--- src/rtl/bcd_key_sequencer.sv ---
// bcd_key_sequencer: keypad-entry front end that builds BCD operands and an operation for the ALU,
// then captures its result for display. Optional macro ENTRY_CHAIN_EN: operator key in ENTRY_B evaluates and chains.
module bcd_key_sequencer #(
    parameter int DIGIT_NUM = 8
) (
    input  logic                   clk,
    input  logic                   reset,
    input  logic                   key_valid,
    input  logic [4:0]             key_code,
    output logic                   key_ready,
    output logic [4*DIGIT_NUM-1:0] operand0,
    output logic                   operand0_sign,
    output logic [4*DIGIT_NUM-1:0] operand1,
    output logic                   operand1_sign,
    output logic [2:0]             operation,
    output logic                   alu_busy,
    input  logic [4*DIGIT_NUM-1:0] result,
    input  logic                   result_sign,
    input  logic                   flag_ov,
    output logic [4*DIGIT_NUM-1:0] disp_value,
    output logic                   disp_sign,
    output logic                   disp_error,
    output logic [2:0]             dbg_state
);
    localparam int W  = 4 * DIGIT_NUM;
    localparam int CW = $clog2(DIGIT_NUM + 1);
    localparam logic [CW-1:0] CNT_MAX = CW'(DIGIT_NUM);
    localparam logic [2:0]    OP_DIV  = 3'd3;

    typedef enum logic [2:0] {
        ST_ENTRY_A = 3'd0,
        ST_OP      = 3'd1,
        ST_ENTRY_B = 3'd2,
        ST_EXEC    = 3'd3,
        ST_SHOW    = 3'd4,
        ST_ERROR   = 3'd5
    } state_t;

    // Handshake: a key is consumed on any rising edge where key_valid && key_ready;
    // key_ready is low only while EXEC, so a strobe in that cycle is dropped.

    state_t        state_q, state_d;
    logic [W-1:0]  operand0_q, operand0_d;
    logic [W-1:0]  operand1_q, operand1_d;
    logic          operand0_sign_q, operand0_sign_d;
    logic          operand1_sign_q, operand1_sign_d;
    logic [2:0]    operation_q, operation_d;
    logic [CW-1:0] cnt_q, cnt_d;
    logic [W-1:0]  disp_value_q, disp_value_d;
    logic          disp_sign_q, disp_sign_d;
    logic          disp_error_q, disp_error_d;
    logic          key_ready_q, key_ready_d;
    logic          alu_busy_q, alu_busy_d;
    logic          chain_q, chain_d;
    logic [2:0]    chain_op_q, chain_op_d;

    logic          key_fire, is_digit, is_op, is_eq, is_clr, is_neg;
    logic [2:0]    key_op;
    logic [3:0]    key_digit;
    logic          cap_sign;

    // Appends one digit at the LSD; leading zeros and digits past the limit are dropped.
    function automatic logic [CW+W-1:0] enter_digit(input logic [W-1:0]  mag,
                                                    input logic [CW-1:0] cnt,
                                                    input logic [3:0]    dig);
        logic [W-1:0]  m;
        logic [CW-1:0] c;
        m = mag;
        c = cnt;
        if (!((mag == '0) && (dig == 4'd0)) && (cnt < CNT_MAX)) begin
            m = {mag[W-5:0], dig};
            c = cnt + 1'b1;
        end
        return {c, m};
    endfunction

    function automatic logic [CW-1:0] sig_digits(input logic [W-1:0] mag);
        logic [CW-1:0] n;
        n = '0;
        for (int i = 0; i < DIGIT_NUM; i++) begin
            if (mag[4*i +: 4] != 4'd0) n = CW'(i + 1);
        end
        return n;
    endfunction

    always_comb begin
        key_fire  = key_valid && key_ready_q;
        is_digit  = key_fire && (key_code <= 5'd9);
        is_op     = key_fire && (key_code >= 5'd10) && (key_code <= 5'd14);
        is_eq     = key_fire && (key_code == 5'd15);
        is_clr    = key_fire && (key_code == 5'd16);
        is_neg    = key_fire && (key_code == 5'd17);
        key_op    = 3'(key_code - 5'd10);
        key_digit = key_code[3:0];
        cap_sign  = (result == '0) ? 1'b0 : result_sign;
    end

    always_comb begin
        state_d         = state_q;
        operand0_d      = operand0_q;
        operand1_d      = operand1_q;
        operand0_sign_d = operand0_sign_q;
        operand1_sign_d = operand1_sign_q;
        operation_d     = operation_q;
        cnt_d           = cnt_q;
        disp_value_d    = disp_value_q;
        disp_sign_d     = disp_sign_q;
        disp_error_d    = disp_error_q;
        chain_d         = chain_q;
        chain_op_d      = chain_op_q;

        unique case (state_q)
            ST_ENTRY_A: begin
                if (is_digit) begin
                    {cnt_d, operand0_d} = enter_digit(operand0_q, cnt_q, key_digit);
                end else if (is_neg) begin
                    operand0_sign_d = ~operand0_sign_q;
                end else if (is_op) begin
                    operation_d = key_op;
                    state_d     = ST_OP;
                end
            end
            ST_OP: begin
                if (is_op) begin
                    operation_d = key_op;
                end else if (is_digit) begin
                    operand1_sign_d     = 1'b0;
                    {cnt_d, operand1_d} = enter_digit('0, '0, key_digit);
                    state_d             = ST_ENTRY_B;
                end
            end
            ST_ENTRY_B: begin
                if (is_digit) begin
                    {cnt_d, operand1_d} = enter_digit(operand1_q, cnt_q, key_digit);
                end else if (is_neg) begin
                    operand1_sign_d = ~operand1_sign_q;
                end else if (is_eq) begin
                    state_d = ((operation_q == OP_DIV) && (operand1_q == '0)) ? ST_ERROR : ST_EXEC;
`ifdef ENTRY_CHAIN_EN
                end else if (is_op) begin
                    // Evaluate the pending expression first; the new operator waits in chain_op.
                    if ((operation_q == OP_DIV) && (operand1_q == '0)) begin
                        state_d = ST_ERROR;
                    end else begin
                        state_d    = ST_EXEC;
                        chain_d    = 1'b1;
                        chain_op_d = key_op;
                    end
`endif
                end
            end
            ST_EXEC: begin
                chain_d = 1'b0;
                if (flag_ov) begin
                    state_d = ST_ERROR;
                end else begin
                    disp_value_d = result;
                    disp_sign_d  = cap_sign;
                    if (chain_q) begin
                        operand0_d      = result;
                        operand0_sign_d = cap_sign;
                        operation_d     = chain_op_q;
                        cnt_d           = sig_digits(result);
                        state_d         = ST_OP;
                    end else begin
                        state_d = ST_SHOW;
                    end
                end
            end
            ST_SHOW: begin
                if (is_digit) begin
                    operand0_sign_d     = 1'b0;
                    {cnt_d, operand0_d} = enter_digit('0, '0, key_digit);
                    state_d             = ST_ENTRY_A;
                end else if (is_op) begin
                    operand0_d      = disp_value_q;
                    operand0_sign_d = disp_sign_q;
                    operation_d     = key_op;
                    cnt_d           = sig_digits(disp_value_q);
                    state_d         = ST_OP;
                end else if (is_neg && (disp_value_q != '0)) begin
                    disp_sign_d     = ~disp_sign_q;
                    operand0_sign_d = ~operand0_sign_q;
                end
            end
            ST_ERROR: begin
                state_d = ST_ERROR;
            end
            default: begin
                state_d = ST_ENTRY_A;
            end
        endcase

        // 'C' can never be accepted during EXEC because key_ready is low there.
        if (is_clr) begin
            state_d         = ST_ENTRY_A;
            operand0_d      = '0;
            operand1_d      = '0;
            operand0_sign_d = 1'b0;
            operand1_sign_d = 1'b0;
            operation_d     = 3'd0;
            cnt_d           = '0;
            chain_d         = 1'b0;
            chain_op_d      = 3'd0;
        end

        unique case (state_d)
            ST_ENTRY_A, ST_OP: begin
                disp_value_d = operand0_d;
                disp_sign_d  = operand0_sign_d;
                disp_error_d = 1'b0;
            end
            ST_ENTRY_B: begin
                disp_value_d = operand1_d;
                disp_sign_d  = operand1_sign_d;
                disp_error_d = 1'b0;
            end
            ST_ERROR: begin
                disp_value_d = '0;
                disp_sign_d  = 1'b0;
                disp_error_d = 1'b1;
            end
            default: begin
                disp_error_d = 1'b0;
            end
        endcase

        key_ready_d = (state_d != ST_EXEC);
        alu_busy_d  = (state_d == ST_EXEC);
    end

    always_ff @(posedge clk or posedge reset) begin
        if (reset) begin
            state_q         <= ST_ENTRY_A;
            operand0_q      <= '0;
            operand1_q      <= '0;
            operand0_sign_q <= 1'b0;
            operand1_sign_q <= 1'b0;
            operation_q     <= 3'd0;
            cnt_q           <= '0;
            disp_value_q    <= '0;
            disp_sign_q     <= 1'b0;
            disp_error_q    <= 1'b0;
            key_ready_q     <= 1'b1;
            alu_busy_q      <= 1'b0;
            chain_q         <= 1'b0;
            chain_op_q      <= 3'd0;
        end else begin
            state_q         <= state_d;
            operand0_q      <= operand0_d;
            operand1_q      <= operand1_d;
            operand0_sign_q <= operand0_sign_d;
            operand1_sign_q <= operand1_sign_d;
            operation_q     <= operation_d;
            cnt_q           <= cnt_d;
            disp_value_q    <= disp_value_d;
            disp_sign_q     <= disp_sign_d;
            disp_error_q    <= disp_error_d;
            key_ready_q     <= key_ready_d;
            alu_busy_q      <= alu_busy_d;
            chain_q         <= chain_d;
            chain_op_q      <= chain_op_d;
        end
    end

    assign key_ready     = key_ready_q;
    assign operand0      = operand0_q;
    assign operand1      = operand1_q;
    assign operand0_sign = operand0_sign_q;
    assign operand1_sign = operand1_sign_q;
    assign operation     = operation_q;
    assign alu_busy      = alu_busy_q;
    assign disp_value    = disp_value_q;
    assign disp_sign     = disp_sign_q;
    assign disp_error    = disp_error_q;
    assign dbg_state     = state_q;

endmodule
--- config.mk ---
export PLATFORM = sky130hd
export DESIGN_NAME = bcd_key_sequencer
export DESIGN_NICKNAME = d
export VERILOG_FILES = /design/src/rtl/bcd_key_sequencer.sv
export SDC_FILE = /design/constraint.sdc
export NUM_CORES = 1
export LEC_CHECK = 0
export CAP_MARGIN = 40
export CORE_MARGIN = 2
export CORE_UTILIZATION = 53
export CTS_CLUSTER_DIAMETER = 200
export DETAILED_ROUTE_END_ITERATION = 10
export GPL_ROUTABILITY_DRIVEN = 0
export PLACE_DENSITY = 0.86
export SLEW_MARGIN = 20
export SYNTH_ARGS = -nofsm -noshare
export SYNTH_HDL_FRONTEND = slang
export SYNTH_SLANG_ARGS = --single-unit
--- constraint.sdc ---
create_clock -name clk -period 6.4 [get_ports clk]
set_input_delay 0.64 -clock clk [delete_from_list [all_inputs] [get_ports clk]]
set_output_delay 0.64 -clock clk [all_outputs]
set_load 0.005 [all_outputs]
==> results.toml <==
[yosys]
netlist_instances = 617
yosysTopAreaCellShare = 0.475
ys.flop_type = "dfrtp_1"
ys_types = 68
syn_area_um2 = 5850
synth_area_leaders = "dfrtp_1 48%, a221o_1 5.5%, nor2_1 5.4%"
synth_top_family_by_area = "compound AO/OA/AOI/OAI gates"
synthMuxAreaShare = 0.0103
synth_edf_count = 0
yosys_warnings = 0
synth_compound_area_frac = 0.239
synth_common_cells = "111 x dfrtp_1, 84 x nor2_1, 49 x nand2_1, 45 x nor3_1, 32 x a221o_1"
synth_nets = 662
syn_avg_cell_area_um2 = 9.48
synth_top_cell_by_area = "dfrtp_1"
async_flop_share = 1.00
synth-seq-area-share = 0.480
synth-seq-cells = 112
yosys.area_share.simple = 0.219
synth_xor_area_frac = 0.00300
yosysMostFrequentCell = "dfrtp_1"
synthAdderAreaFrac = 0.00642

[global_route]
grt_pass1_wl_um = 31600
antenna_found_initial = 0
grt_max_degree = 43
gr-total-overflow = 0
grt_pass1_vias = 5833
grt.total_usage = 0.348

[placement]
place_ws_ns = 2.00
dp_cells = 873
numPortBuffers = 149
dpl.hpwl_um = 14600
place_area_um2 = 7420

[drt]
drtIter0Drc = 682
drtPass1Iterations = 7
ant_nets = 0
wl_per_cell_um = 23.2
route.vias.total = 6179
drc = 0
drt_wl_total_um = 20600
via_per_inst = 6.95

[sta]
max_freq_mhz = 241
finalCritPeriodShare = 0.648
drv_slew = 0
fin_hold_ws_ns = 0.540
setup_ws_ns = 2.25
tightest_slew_ns = 0.812
finalCriticalPeriod_ns = 4.15
fin_skew_ns = 0.0181
max_slew_margin = 0.457
setup_viol = 0
setup_tns_ns = 0
hold_violations = 0
rsz0062_at_grt = "false"

[final_layout]
fin_cells = 889
layout.nets = 789
drive_gt1_frac = 0.0654
stdcell_area_um2 = 7610
utilization = 0.705
diodes = 0
area_growth_pct = 30.2

[cts]
clock_path_buffers = 2
cts_resized = 0
cts_htree_levels = 3
tritoncts = "built"
clock-sinks = 112
cts_buffers = 9
clk_pin_slew_ns = 0.11
post_cts_buffers = 0
clkLatencyLatePin_ns = 0.38
cts_hold_buf = 0
cts_root_buffer = "clkbuf_8"

[setup_path]
cp_data_arrival_time_ns = 4.46
critPathTopFamily = "compound AO/OA/AOI/OAI gates"
r2r_cells = 7
critPathBufInv = 3
crit_fanout = 28
end_kind = "flip-flop"
cp.required_ns = 6.72
timing.rr.start = "operand0[23]$_DFF_PP0_"
rrSetupSlack_ns = 2.87
timing.rr.end = "cnt_q[0]$_DFFE_PP0P_"
startpoint_type = "primary input"
path_depth = 11
path_cells = "clkdlybuf4s50_1 > inv_1 > ha_1 > o21a_1 > a2111oi_2 > nand2_1 > buf_8 > o21ai_4 > o22ai_1 > nor3_1 > a221o_1"
worstSetupPathType = "primary input to flip-flop"
crit_slowest_cell = "clkdlybuf4s50_1"
slowest_delay_ns = 0.64

[worst_hold_path]
worstHoldPathCells = 1
hold_path.class = "flip-flop to flip-flop"
min-delay-start = "cnt_q[0]$_DFFE_PP0P_"
hold_end = "cnt_q[0]$_DFFE_PP0P_"

[pwr]
p_total_mw = 3.23
power.density_nw_per_um2 = 425
p_leak_nw = 3.02
peakVddDrop_mv = 0.217

[run]
max-cap-violations = 0

[die]
start_util = 0.542
core-area_um2 = 10800
die_y_um = 109
row_count = 38
num_io_pins = 150
die_area_um2 = 11900
die_w_um = 109

[outcome]
status = "finished, final reports clean"
## final cells by class
class | count | area, µm²
clock buffer | 9 | 124
timing repair buffer | 159 | 1610
fill | 772 | 3180
multi-input combinational | 453 | 2800
sequential | 112 | 2800
tap | 140 | 175
clock inverter | 7 | 67.6
inverter | 9 | 36.3
## metal layers
metal | global-route usage | wire, µm
met2 | 0.524 | 9380
met1 | 0.478 | 7860
met5 | 0 | 0
met4 | 0.158 | 866
met3 | 0.0843 | 2520
## registers in the layout, indices dropped and copies added, names as in the netlist, 3 cells and up
signal,count
cnt_q,4
dbg_state,3
disp_value,32
operand0,32
operand1,32
operation,3
## how the worst max path moves through the flow
stage                     slack [ns]         from                    endpoint
after floorplan                 2.80        reset          alu_busy$_DFF_PP0_
after global placement          1.91  key_code[1]  disp_value[14]$_DFFE_PP0P_
after detailed placement        2.00  key_code[1]   disp_value[6]$_DFFE_PP0P_
after CTS                       2.40  key_code[1]  disp_value[28]$_DFFE_PP0P_
after global routing            2.07  key_code[1]   disp_value[5]$_DFFE_PP0P_
final                           2.25  key_code[1]   disp_value[6]$_DFFE_PP0P_
## cell families after synthesis
family / after synthesis
XOR/XNOR: 2
multiplexers: 6
AND/OR/NAND/NOR: 260
AO/OA/AOI/OAI: 182
buffers and inverters: 52
flip-flops: 112
adder cells (fa/ha/maj): 3
## placed cells by master, fill, tap and decap left out, types with 2 or more instances in the layout
cell type        netlist  routed
clkbuf_8               0       9
xnor2_1                2       2
nor2_2                 1       2
a21oi_1               25      25
or3_1                  4       4
o21a_1                 3       3
nand2_1               49      49
or2_2                  2       2
a221o_1               32      32
nor2_1                84      83
nand3_1                5       5
o22ai_1               30      30
clkdlybuf4s50_1        0     149
nand4_1                8       8
a211oi_1               3       3
mux2i_1                6       6
o31ai_1                2       2
a31oi_1                5       5
a22o_1                28      28
o221ai_1               3       3
and3_1                 2       2
nand3b_1               2       2
buf_4                  2       7
inv_6                  0       5
a21boi_0               3       3
o21ai_0               22      21
nor4_1                31      31
o211ai_1               2       2
nand2b_1              10      10
o311ai_0               2       2
a31o_2                 2       2
nor2b_1                3       2
or4_1                  5       5
nor3_1                45      45
inv_1                  9       8
dfrtp_1              111     111
ha_1                   3       3
## power breakdown
group | switching [mW] | total, mW | internal [mW]
clock network | 0.269 | 0.421 | 0.152
logic | 0.655 | 1.46 | 0.808
registers | 0.377 | 1.35 | 0.970
total | 1.30 | 3.23 | 1.93
No activity file was read; power rests on OpenSTA's default activity.
